$ cat src/rtl/prio_enc_pkg.sv
// Shared types, constants and priority helper for the
// 8-to-3 priority encoder.
package prio_enc_pkg;

    localparam int N_REQ  = 8;
    localparam int CODE_W = 3;

    typedef enum logic {
        IDLE,
        PRESENT
    } state_t;

    // Later loop hits overwrite earlier ones, so the scan order
    // decides which set bit wins.
    function automatic logic [CODE_W-1:0] prio_index(
        input logic [N_REQ-1:0] vec,
        input logic             high_first
    );
        logic [CODE_W-1:0] idx;
        idx = '0;
        for (int i = 0; i < N_REQ; i++) begin
            if (high_first) begin
                if (vec[i])
                    idx = CODE_W'(i);
            end else begin
                if (vec[N_REQ-1-i])
                    idx = CODE_W'(N_REQ-1-i);
            end
        end
        return idx;
    endfunction

endpackage

$ cat src/rtl/req_sync_edge.sv
// Per-bit synchronizer chain plus falling-edge detector
// for the active-low request lines.
module req_sync_edge #(
    parameter int SYNC_STAGES = 2,
    parameter int W           = 8
) (
    input  logic         clk,
    input  logic         rst_n,
    input  logic [W-1:0] req_n,
    output logic [W-1:0] fall
);

    logic [W-1:0] sync_q [SYNC_STAGES];
    logic [W-1:0] delay_q;

    always_ff @(posedge clk or negedge rst_n) begin
        if (!rst_n) begin
            for (int i = 0; i < SYNC_STAGES; i++)
                sync_q[i] <= '1;
            delay_q <= '1;
        end else begin
            sync_q[0] <= req_n;
            for (int i = 1; i < SYNC_STAGES; i++)
                sync_q[i] <= sync_q[i-1];
            delay_q <= sync_q[SYNC_STAGES-1];
        end
    end

    assign fall = delay_q & ~sync_q[SYNC_STAGES-1];

endmodule

$ cat src/rtl/prio_encoder_8to3.sv
// Clocked 8-to-3 priority encoder: captures request edges into
// a pending set and hands them out one code at a time.
import prio_enc_pkg::*;

module prio_encoder_8to3 #(
    parameter int SYNC_STAGES = 2,
    parameter bit HIGH_FIRST  = 1'b1
) (
    input  logic              clk,
    input  logic              rst_n,
    input  logic [N_REQ-1:0]  req_n,
    input  logic              ei_n,
    input  logic              ack,
    output logic [CODE_W-1:0] code,
    output logic              valid,
    output logic              gs_n,
    output logic [N_REQ-1:0]  pending,
    output logic              overrun
);

    logic [N_REQ-1:0]  fall;
    logic [N_REQ-1:0]  pending_q;
    logic [N_REQ-1:0]  pending_d;
    logic [N_REQ-1:0]  clr_mask;
    logic [CODE_W-1:0] code_q;
    logic [CODE_W-1:0] code_d;
    logic              ov_q;
    logic              ov_d;
    logic              gs_n_q;
    state_t            state_q;
    state_t            state_d;

    req_sync_edge #(
        .SYNC_STAGES(SYNC_STAGES),
        .W          (N_REQ)
    ) u_sync (
        .clk  (clk),
        .rst_n(rst_n),
        .req_n(req_n),
        .fall (fall)
    );

    // A fresh edge on the bit being acked wins over the clear.
    always_comb begin
        clr_mask = '0;
        if (state_q == PRESENT && ack)
            clr_mask[code_q] = 1'b1;
        pending_d = (pending_q & ~clr_mask) | fall;
        ov_d      = |(fall & pending_q & ~clr_mask);
    end

    always_comb begin
        state_d = state_q;
        code_d  = code_q;
        unique case (state_q)
            IDLE: begin
                if (!ei_n && |pending_q) begin
                    code_d  = prio_index(pending_q, HIGH_FIRST);
                    state_d = PRESENT;
                end
            end
            PRESENT: begin
                if (ack)
                    state_d = IDLE;
            end
        endcase
    end

    always_ff @(posedge clk or negedge rst_n) begin
        if (!rst_n) begin
            state_q   <= IDLE;
            code_q    <= '0;
            pending_q <= '0;
            ov_q      <= 1'b0;
            gs_n_q    <= 1'b1;
        end else begin
            state_q   <= state_d;
            code_q    <= code_d;
            pending_q <= pending_d;
            ov_q      <= ov_d;
            gs_n_q    <= ~|pending_q;
        end
    end

    assign code    = code_q;
    assign valid   = (state_q == PRESENT);
    assign gs_n    = gs_n_q;
    assign pending = pending_q;
    assign overrun = ov_q;

endmodule

$ cat config.mk
export PLATFORM = sky130hd
export DESIGN_NAME = prio_encoder_8to3
export DESIGN_NICKNAME = d
export VERILOG_FILES = /design/src/rtl/prio_enc_pkg.sv /design/src/rtl/req_sync_edge.sv /design/src/rtl/prio_encoder_8to3.sv
export SDC_FILE = /design/constraint.sdc
export NUM_CORES = 1
export LEC_CHECK = 0
export BUFFER_PORTS_ARGS = -buffer_cell sky130_fd_sc_hd__buf_2
export CELL_PAD_IN_SITES_DETAIL_PLACEMENT = 0
export CELL_PAD_IN_SITES_GLOBAL_PLACEMENT = 1
export CORE_UTILIZATION = 40
export CTS_BUF_LIST = sky130_fd_sc_hd__clkbuf_8
export CTS_CLUSTER_SIZE = 10
export DETAILED_ROUTE_END_ITERATION = 10
export GPL_ROUTABILITY_DRIVEN = 1
export GPL_TIMING_DRIVEN = 1
export PLACE_DENSITY_LB_ADDON = 0.1
export SKIP_LAST_GASP = 1
export SLEW_MARGIN = 10
export SYNTH_ARGS = -nofsm -noshare
export SYNTH_HDL_FRONTEND = slang
export SYNTH_SLANG_ARGS = --single-unit
$ cat constraint.sdc
create_clock -name clk -period 1.6 [get_ports clk]
set_input_delay 0.24 -clock clk [delete_from_list [all_inputs] [get_ports clk]]
set_output_delay 0.24 -clock clk [all_outputs]
set_load 0.03 [all_outputs]
-- Word-level counts from Yosys, hierarchy flattened
Index checks and enable logic that the tools add are counted.
- memories: 0
- latch bits: 0
- input port bits: 12
- output and inout port bits: 14
- logic and storage cells: 39
- memory bits (read-only): 0
- RAM bits: 0
- register bits after elaboration: 38
- reductions and logical operators: 8
- bitwise operators: 8
- shifts and indexed selects: 0
- eq/ne operators: 0
- multiplexer cells: 13
- multipliers: 0
- magnitude comparators: 2
- div/mod/pow operators: 0
- add/sub/neg operators: 0
- operator list (operator ; number):
    $and 8x8->8 ; 4
    $mux 3 ; 6
    $not 8->8 ; 2
    $reduce_or 8->1 ; 2
    $mux 8 ; 1
    $or 8x8->8 ; 1
    $lt 3x4->1 const B ; 1
    $mux 1 ; 4
    $demux 1 s3 ; 1
    $ge 3x1->1 const B ; 1
    $logic_and 1x1->1 ; 3
    $logic_not 1->1 ; 2
    $pmux 1 s2 ; 1
    $reduce_and 2->1 ; 1
    $not 1->1 ; 1

-- Longest topological paths before layout
Gate-level depths: netlist of run 1.
- depth in word-level cells: 8
- mapped depth: 6
- mapped depth without buffers: 5

-- Cells and area by module
From an unflattened synthesis of run 1, not the netlist that was laid out.
- cell total of the unflattened synthesis: 104
- area, all modules: 1431.4 um2
- modules (own cells, without submodules) (module ; seq. area each (um2) ; cells an instance ; area an instance (um2) ; instances):
    req_sync_edge ; 630.6 ; 32 ; 740.7 ; 1
    prio_encoder_8to3 ; 351.6 ; 72 ; 690.7 ; 1

-- Worst setup path before layout of run 1
Ideal clock, no wire load.
- path type: reg2reg
- start: reg pending_q[6], in the netlist pending[6]
- end: reg code_q[2], in the netlist code[2]
- path slack: -0.360 ns
- buffers on the path: 1
- clock period less this slack: 1.960 ns
- cell stages (with the launch flop): 6
- required time: 1.475 ns
- arrival: 1.835 ns
- setup time: 0.125 ns
- cells stage by stage: dfrtp_1 -> or4_4 -> nor4b_4 -> or3_1 -> buf_6 -> mux2_4
- longest elaborated chain between the ends: 3
- elaborated cells between the ends (all ways): 5
- classes of those cells: 2 x mux; 3 x reduce/logical
- ends and longest elaborated chain (what ; line ; text):
    from (decl) ; prio_encoder_8to3.sv:22 ; logic [N_REQ-1:0] pending_q;
    from (signal assigned) ; prio_encoder_8to3.sv:79 ; pending_q <= pending_d;
    $reduce_or 8->1 ; prio_encoder_8to3.sv:57 ; if (!ei_n && |pending_q) begin
    $logic_and 1x1->1 ; prio_encoder_8to3.sv:57 ;
    $reduce_and 2->1 (no source line) ; n/a ;
    to (signal assigned) ; prio_encoder_8to3.sv:78 ; code_q <= code_d;
    to (decl) ; prio_encoder_8to3.sv:25 ; logic [CODE_W-1:0] code_q;
Parallel ways exist; a longest one is shown, timed or not.
A chain may end at the register's enable or synchronous reset.

-- Final worst setup path of run 1
Ends and elaborated chain as after synthesis.

==> results of run 1 <==
-- through the flow --
step | util [%] | hold WS [ns] | setup WS [ns] | area (µm²) | cells
4_1_cts | 57.30 | 0.03144 | -0.1759 | 1778 | 191
3_5_place_dp | 52.66 | 0.3062 | -0.2101 | 1634 | 180
5_1_grt | 58.71 | 0.02829 | -0.2390 | 1822 | 194
3_3_place_gp | 52.66 | 0.3013 | -0.1696 | 1634 | 180
6_report | 58.71 | 0.04678 | -0.1957 | 1822 | 194
2_1_floorplan | - | -0.05559 | -0.3155 | 1343 | 96
-- state kept, by name, summed over array words and instances (netlist names) --
signal          flops
code                3
valid               1
overrun             1
u_sync.delay_q      8
gs_n                1
pending             8
u_sync.sync_q      16
-- worst register-to-register path: cells and delay by family (launching register included) --
kind	cells	cell delay (ns)
DFF	1	0.40
muxes	1	0.29
and+or+nand+nor	3	0.99
-- report_power, final --
group	switching (mW)	internal [mW]
clock network	0.316	0.458
registers	0.0368	1.05
logic	0.214	0.158
-- cell usage after synthesis --
master / n / area share [%]
dfstp_2: 25 / 49
dfrtp_1: 13 / 24
nand2_1: 13 / 3.6
nand2b_1: 9 / 4.2
o21ai_0: 5 / 1.9
inv_1: 4 / 1.1
nor2_1: 3 / 0.84
o31ai_1: 3 / 1.7
a21oi_2: 2 / 1.3
o22ai_1: 2 / 0.93
or3_1: 2 / 0.93
a21oi_1: 1 / 0.37
and2b_2: 1 / 0.65
buf_6: 1 / 0.84
clkbuf_1: 1 / 0.28
mux2_4: 1 / 1.1
nand3_1: 1 / 0.37
nor2b_1: 1 / 0.47
nor3_1: 1 / 0.37
nor4_1: 1 / 0.47
nor4b_4: 1 / 1.8
o21bai_1: 1 / 0.56
o221ai_1: 1 / 0.65
o22a_1: 1 / 0.65
o41ai_1: 1 / 0.65
or4_4: 1 / 0.84
-- kinds of logic (layout without fill, tap and decap cells) --
logic type	Yosys count	count (layout)	synth area share [%]
AOI/OAI and AO/OA	17	17	8.691
muxes	1	1	1.121
and+or+nand+nor	34	34	14.58
buffers and inverters	6	60	2.242
DFF	38	38	73.36
-- final timing paths --
kind,start,slack (ns),to,depth (start not counted)
max,pending[6],-0.20,code[2],4
min,req_n[4],0.05,u_sync.sync_q[12],1
max reg2reg,pending[6],-0.20,code[2],4
min reg2reg,u_sync.sync_q[10],0.36,u_sync.sync_q[2],0
max in group asynchronous,rst_n,0.74,u_sync.sync_q[13],3
min in group asynchronous,rst_n,0.52,pending[2],3
-- per-layer routing --
metal | up-vias | track usage [%] | wire length, µm
met5 | - | 0 | 0
met4 | 0 | 12.96 | 69
met3 | 7 | 4.329 | 102
met2 | 23 | 22.70 | 1131
met1 | 415 | 20.06 | 1072
li1 | 431 | - | -
-- cell type report --
| type | count | area (µm²) | share of cell area, % |
|---|---|---|---|
| inverters | 4 | 15.01 | 0.8242 |
| repair buffers | 48 | 300.3 | 16.48 |
| multi-input cells | 52 | 356.6 | 19.57 |
| well taps | 44 | 55.05 | 3.022 |
| clock buffers | 5 | 68.82 | 3.777 |
| flip-flops and latches | 38 | 985.9 | 54.12 |
| clock inverters | 3 | 40.04 | 2.198 |
-- timing repair --
item                                    in CTS  in global routing
gates resized for setup                      4                  5
hold buffers                                 1                  0
buffers inserted                             2                  3
endpoints found under the setup margin       5                  5
hold endpoints to repair                    13                  0
pin swaps                                    1                  2
==> flow_summary_export.csv, run 1 <==
group,metric,value,unit
worst_setup_path,worstPathRequired,1.77,ns
worst_hold_path,hold_path_class,"in -> reg",
synthesis,yosysSeqAreaShare,73.36,%
worst_setup_path,crit_chain,"or4_4 -> nor4b_4 -> or3_4 -> mux2_4",
worst_setup_path,endpoint_kind,"flop",
route,viasPerCell,4.515,
route,ant_nets,0,
route,drt_iter0_markers,41,
worst_setup_path,path_class,"reg -> reg",
synthesis,syn_nets,108,
worst_setup_path,crit_arrival,1.97,ns
timing,slew_viol_final,0,
cells_and_area,syn_to_final_growth,36.07,%
timing,finalCritPeriodShare,112.2,%
global_route,grt.overflow.total,0,
timing,finalWorstSetupSlack,-0.1957,ns
clock_network,cts_buffers,5,
worst_setup_path,max_stage_delay,0.55,ns
worst_setup_path,cpLargestDelayFamily,"simple AND/OR/NAND/NOR gates",
worst_setup_path,crit_path_start_kind,"flop",
timing,max_freq,556.9,MHz
clock_network,h-tree-depth,2,
clock_network,clk_latency,0.28,ns
run_status,violations,"setup timing",
timing,hold_viol,0,
route,wl,2375,µm
clock_network,cts_buffer_depth,2,
power,p_leak,0.8009,nW
synthesis,yosysWarningCount,0,
route,wire_per_inst,12.24,µm
timing,fin_crit,1.796,ns
die,num_rows,20,
cells_and_area,nets,161,
worst_setup_path,crit_fanout,4,
global_route,grt_max_degree,39,
die,fp.dieW,59.85,µm
timing,fin_skew,0.004911,ns
synthesis,netlist_area,1339,µm²
synthesis,netlist_instances,96,
place,place.port_buffers,25,
die,core,3103,µm²
place,place.gp.congestion,0.8387,
timing,fin_tns_setup,-0.6080,ns
die,pin_count,26,
cells_and_area,most-common-layout-cells,"dfstp_2, buf_2, buf_4, nand2_1, dfrtp_1",
die,die_h,59.85,µm
global_route,antenna_found_initial,0,
route,dr.pass1.iters,4,
global_route,grt_pass1_wl,3919,µm
global_route,track_usage,15.88,%
cells_and_area,fillCellCount,291,
cells_and_area,drive_above_1_share,62.67,%
timing,worst_pin_slew,0.4441,ns
timing,grt_setup_unrepaired,"yes",
route,drc_errors,0,
synthesis,synth.distinct_cells,26,
synthesis,ys_ff_latch,38,
place,dp_hpwl,1671,µm
run_status,status,"finished, violations left",
timing,setup-violations-final,4,
clock_network,cts.sinks,38,
clock_network,cts_tree,"done",
timing,slew_headroom,70.40,%
clock_network,path_clk_slew,0.07,ns
clock_network,clockRootBuffer,"clkbuf_8",
cells_and_area,insertedDiodeCount,0,
power,p_per_area,1228,nW/µm²
synthesis,syn_area_per_cell,13.95,µm²
power,fin_total_pwr,2.236,mW
worst_setup_path,cp_num_buf_inv,0,
worst_setup_path,critical_path.slowest_cell,"or4_4",
die,fp.dieArea,3582,µm²
run,max_cap_violations,0,
power,ir_drop,0.0006056,V
route,num_vias,876,
die,start_util,43.15,%
global_route,grt_pass1_vias,874,
Note: power is estimated with default switching activity, not from simulation.
==> run 2, diff against run 1 <==
--- a/config.mk
+++ b/config.mk
@@ -8,6 +8,7 @@
 export BUFFER_PORTS_ARGS = -buffer_cell sky130_fd_sc_hd__buf_2
 export CELL_PAD_IN_SITES_DETAIL_PLACEMENT = 0
 export CELL_PAD_IN_SITES_GLOBAL_PLACEMENT = 1
+export CORE_MARGIN = 2
 export CORE_UTILIZATION = 40
 export CTS_BUF_LIST = sky130_fd_sc_hd__clkbuf_8
 export CTS_CLUSTER_SIZE = 10
==> run 2 against run 1 <==
The run still ends with setup timing left. Utilization is 2.9 points lower. Worst hold slack better by 0.0019 ns. Largest cell class unchanged. Critical path type unchanged. Clock power is 18% lower. Highest routed layer unchanged. Non-clock buffer count is 2 higher. Sequential power hardly changed. First-iteration DRC count is 12% higher. Via count is 1.6% higher.
==> flow_summary_export.csv, run 2 (synthesized netlist as in run 1, its figures left out) <==
group,metric,value,unit
cells_and_area,post-route-util,55.77,%
place,dp_slack,-0.2337,ns
die,num_rows,21,
route,wire_per_inst,12.71,µm
global_route,antenna_found_initial,0,
timing,setup-violations-final,5,
die,fp.dieW,61.85,µm
clock_network,cts_buffers,5,
timing,fin_skew,0.01067,ns
route,drc_errors,0,
worst_setup_path,critPathLaunch,"pending[6]",
worst_setup_path,crit_path_start_kind,"flop",
worst_hold_path,hold_start,"req_n[5]",
route,dr.pass1.iters,4,
clock_network,clockRootBuffer,"clkbuf_8",
clock_network,cts.sinks,38,
global_route,grt_max_degree,21,
cells_and_area,insertedDiodeCount,0,
clock_network,path_clk_slew,0.08,ns
cells_and_area,regMostFlops,"u_sync.sync_q",
timing,max_freq,559.0,MHz
worst_setup_path,reg2reg_from,"pending[6]",
clock_network,cts_tree,"done",
global_route,grt_pass1_vias,904,
die,pin_count,26,
die,fp.dieArea,3825,µm²
power,fin_total_pwr,2.107,mW
run_status,violations,"setup timing",
timing,slew_viol_final,0,
power,clock_power_share,30.3,%
cells_and_area,largest_register_ffs,16,
global_route,grt_pass1_wl,4153,µm
worst_setup_path,crit_arrival,1.96,ns
run_status,status,"finished, violations left",
cells_and_area,nets,163,
timing,finalCritPeriodShare,111.8,%
power,power.switching,585.8,µW
cells_and_area,syn_to_final_growth,36.82,%
worst_setup_path,endpoint_kind,"flop",
global_route,grt.overflow.total,0,
power,power_frac_seq,51.5,%
clock_network,cts_buffer_depth,2,
power,p_leak,0.7907,nW
timing,fin_tns_setup,-0.6227,ns
clock_network,clk_latency,0.28,ns
cells_and_area,drive_above_1_share,61.84,%
timing,grt_setup_unrepaired,"yes",
power,combPwrFrac,18.2,%
worst_setup_path,cp-endpoint,"code[2]",
place,place.gp.congestion,0.8944,
worst_setup_path,path_class,"reg -> reg",
worst_setup_path,r2r_end,"code[2]",
place,place.port_buffers,25,
worst_setup_path,worstPathRequired,1.78,ns
worst_hold_path,hold_path_class,"in -> reg",
route,viasPerCell,4.495,
die,core,3284,µm²
run,max_cap_violations,0,
clock_network,h-tree-depth,2,
route,drt_iter0_markers,46,
worst_setup_path,crit_fanout,4,
power,p_int,1.522,mW
power,netSwitchingFraction,27.80,%
timing,slew_headroom,68.30,%
cells_and_area,most-common-layout-cells,"dfstp_2, buf_2, buf_4, nand2_1, dfrtp_1",
route,wl,2517,µm
power,p_per_area,1150,nW/µm²
die,start_util,40.76,%
die,die_h,61.85,µm
worst_setup_path,ff2ff_path_depth,4,
timing,fin_crit,1.789,ns
global_route,track_usage,15.74,%
power,ir_drop,0.0007918,V
timing,hold_viol,0,
route,num_vias,890,
timing,finalWorstSetupSlack,-0.1889,ns
worst_setup_path,rrSetupSlack,-0.19,ns
timing,worst_pin_slew,0.4755,ns
route,ant_nets,0,
place,dp_hpwl,1884,µm
## run 2: cell type report
class / count / area (µm²)
clock inverters: 3 / 21.27
flip-flops and latches: 38 / 984.7
well taps: 46 / 57.56
fillers: 278 / 1453
inverters: 4 / 15.01
multi-input cells: 52 / 352.8
repair buffers: 50 / 331.6
clock buffers: 5 / 68.82
## run 2: critical path, cell delays in order (launching register included)
cell and delay (ns):
dfrtp_2 0.40, or4_4 0.55, nor4b_4 0.25, or3_4 0.19, mux2_4 0.29
## run 2: through the flow
| step | cell area (µm²) | hold WS, ns | std cells |
|---|---|---|---|
| floorplan | 1343 | -0.05559 | 96 |
| global placement | 1679 | 0.2220 | 186 |
| detailed placement | 1679 | 0.2297 | 186 |
| CTS | 1827 | 0.03613 | 198 |
| global route | 1832 | 0.02301 | 198 |
| finish | 1832 | 0.04866 | 198 |
## run 2: what timing repair did
| action | 4_1_cts | 5_1_grt |
|---|---|---|
| hold buffers | 1 | 0 |
| buffers inserted | 3 | 0 |
| endpoints found under the setup margin | 5 | 5 |
| hold endpoints to repair | 11 | 0 |
| gates resized for setup | 6 | 1 |
| pin swaps | 1 | 1 |
## run 2: metal layers
metal	GRT usage [%]	wire length (µm)	vias up
li1	-	-	432
met1	19.44	1141	434
met2	25.41	1248	22
met3	5.590	106	2
met4	6.079	20	0
met5	0	0	-
## run 2: worst min path at each step
stage                              endpoint  slack, ns  cells after the start
after floorplan                     code[0]      -0.06                      0
final                     u_sync.sync_q[13]       0.05                      1
after global placement              code[1]       0.22                      1
after CTS                 u_sync.sync_q[15]       0.04                      1
after global routing       u_sync.sync_q[8]       0.02                      1
after detailed placement            code[1]       0.23                      1
## run 2: power by group through the flow
stage	Sequential [mW]	Clock (mW)	Combinational [mW]
floorplan	1.18	0	0.0985
finish	1.09	0.639	0.383
CTS	1.09	0.669	0.385
detailed placement	1.10	0	0.366
global placement	1.10	0	0.366
global route	1.09	0.719	0.422
==> run 3, diff against run 2 <==
--- a/config.mk
+++ b/config.mk
@@ -17,7 +17,7 @@
 export GPL_TIMING_DRIVEN = 1
 export PLACE_DENSITY_LB_ADDON = 0.1
 export SKIP_LAST_GASP = 1
-export SLEW_MARGIN = 10
+export SLEW_MARGIN = 20
 export SYNTH_ARGS = -nofsm -noshare
 export SYNTH_HDL_FRONTEND = slang
 export SYNTH_SLANG_ARGS = --single-unit
==> constraint.sdc (replaced) <==
create_clock -name clk -period 1.9 [get_ports clk]
set_input_delay 0.285 -clock clk [delete_from_list [all_inputs] [get_ports clk]]
set_output_delay 0.285 -clock clk [all_outputs]
set_load 0.03 [all_outputs]
==> run 3 against run 2 <==
The run now ends clean. Setup slack gained 0.30 ns. Sequential power is 16% lower. Largest power group unchanged. Non-clock buffer count is 18 lower. Critical endpoint unchanged. Flip-flop and latch count did not move. Cell count is 9.1% lower. Clock skew is 0.0062 ns lower. Worst hold slack improved by 0.045 ns. Fmax is essentially flat. Largest cell class unchanged. Global-route usage shrank 1.8 points. Combinational power shrank 31%.
==> flow_summary_export.csv, run 3 (synthesized netlist as in run 1, its figures left out) <==
group,metric,value,unit
cells_and_area,post-route-util,50.55,%
route,drc_errors,0,
die,pin_count,26,
timing,worst_pin_slew,0.5011,ns
die,core,3284,µm²
timing,slew_headroom,66.60,%
global_route,grt.overflow.total,0,
run_status,status,"complete, no violations",
clock_network,cts.sinks,38,
die,num_rows,21,
timing,fin_skew,0.004521,ns
timing,hold_viol,0,
clock_network,clk_latency,0.28,ns
global_route,antenna_found_initial,0,
place,dp_hpwl,1687,µm
worst_setup_path,critPathLaunch,"pending[6]",
route,viasPerCell,4.572,
power,p_leak,0.7033,nW
timing,fin_tns_setup,0,ns
global_route,grt_pass1_vias,755,
die,fp.dieArea,3825,µm²
global_route,track_usage,13.94,%
cells_and_area,most-common-layout-cells,"dfstp_2, buf_2, nand2_1, dfrtp_1, nand2b_1",
clock_network,cts_buffers,5,
cells_and_area,drive_above_1_share,53.73,%
worst_setup_path,reg2reg_from,"pending[6]",
global_route,grt_pass1_wl,3594,µm
timing,setup-violations-final,0,
run,max_cap_violations,0,
clock_network,cts_tree,"done",
worst_hold_path,hold_start,"req_n[4]",
place,dp_cells,171,
clock_network,path_clk_slew,0.07,ns
cells_and_area,stdcell_count,180,
route,ant_nets,0,
route,num_vias,823,
die,fp.dieW,61.85,µm
cells_and_area,nets,145,
place,placed_area,1554,µm²
place,place.port_buffers,25,
worst_setup_path,endpoint_kind,"flop",
timing,fin_crit,1.790,ns
worst_setup_path,crit_path_start_kind,"flop",
timing,max_freq,558.7,MHz
route,dr.pass1.iters,4,
worst_setup_path,crit_fanout,5,
die,start_util,40.76,%
cells_and_area,stdcell_area,1660,µm²
cells_and_area,largest_register_ffs,16,
clock_network,cts_buffer_depth,2,
cells_and_area,regMostFlops,"u_sync.sync_q",
worst_hold_path,hold_path_class,"in -> reg",
power,ir_drop,0.0005168,V
worst_setup_path,path_class,"reg -> reg",
timing,slew_viol_final,0,
place,place.gp.congestion,0.9060,
power,p_per_area,1045,nW/µm²
worst_setup_path,worstPathRequired,2.07,ns
clock_network,postCtsSetupBuffers,0,
timing,grt_setup_unrepaired,"no",
clock_network,h-tree-depth,2,
cells_and_area,syn_to_final_growth,24.02,%
route,drt_iter0_markers,27,
die,die_h,61.85,µm
worst_setup_path,crit_arrival,1.96,ns
route,wl,2290,µm
global_route,grt_max_degree,23,
cells_and_area,insertedDiodeCount,0,
route,wire_per_inst,12.72,µm
timing,finalCritPeriodShare,94.20,%
clock_network,clockRootBuffer,"clkbuf_8",
power,fin_total_pwr,1.735,mW
run 3: cell count changes in the layout (fill, tap and decap cells not counted), sizes merged:
cell and delta:
buf -18, clkbuf +1, clkinv -1, clkinvlp -1, inv +1
run 3: repair_timing:
action,in CTS,in global routing
resized for setup,0,1
hold endpoints to repair,13,0
setup endpoints to repair,0,1
hold buffers,1,0
run 3: final cells by class:
class / count / area [µm²]
clock buffers: 6 / 82.58
clock inverters: 2 / 8.758
flip-flops and latches: 38 / 984.7
well taps: 46 / 57.56
multi-input cells: 52 / 331.6
fillers: 309 / 1624
inverters: 4 / 15.01
repair buffers: 32 / 180.2
run 3: through the flow:
step,hold slack (ns),setup WS (ns)
floorplan,-0.01059,-0.01548
global route,0.07139,0.05991
detailed placement,0.2795,0.07444
CTS,0.08208,0.06585
global placement,0.2723,0.1038
finish,0.09367,0.1101
run 3: worst max-delay path: stages, from the launching register on:
cell     delay [ns]
dfrtp_2        0.40
or4_4          0.55
nor4b_4        0.24
or3_4          0.19
mux2_4         0.29
run 3: path summary, 6_finish.rpt:
kind | end | slack (ns) | depth (start not counted)
worst max register to register | code[2] | 0.11 | 4
worst min register to register | u_sync.sync_q[2] | 0.35 | 0
max in group asynchronous | u_sync.sync_q[9] | 0.75 | 3
worst min-delay path | u_sync.sync_q[12] | 0.09 | 1
worst max-delay path | code[2] | 0.11 | 4
min in group asynchronous | pending[3] | 0.49 | 2
run 3: metal layers:
metal  global-route usage [%]  wire length [µm]  up-vias  share of wire, %
met5                        0                 0        -                 0
met1                    17.92              1064      397                46
met2                    19.85              1059       22                46
met3                    6.211               116        6               5.1
li1                         -                 -      398                 -
met4                    7.295                51        0               2.2
run 3: report_power, final:
group          total, mW  switching [mW]  internal, mW  leakage (nW)
clock              0.550           0.263         0.287        0.0524
combinational      0.266           0.165         0.101         0.267
sequential         0.919          0.0332         0.886         0.384
total               1.74           0.462          1.27         0.703
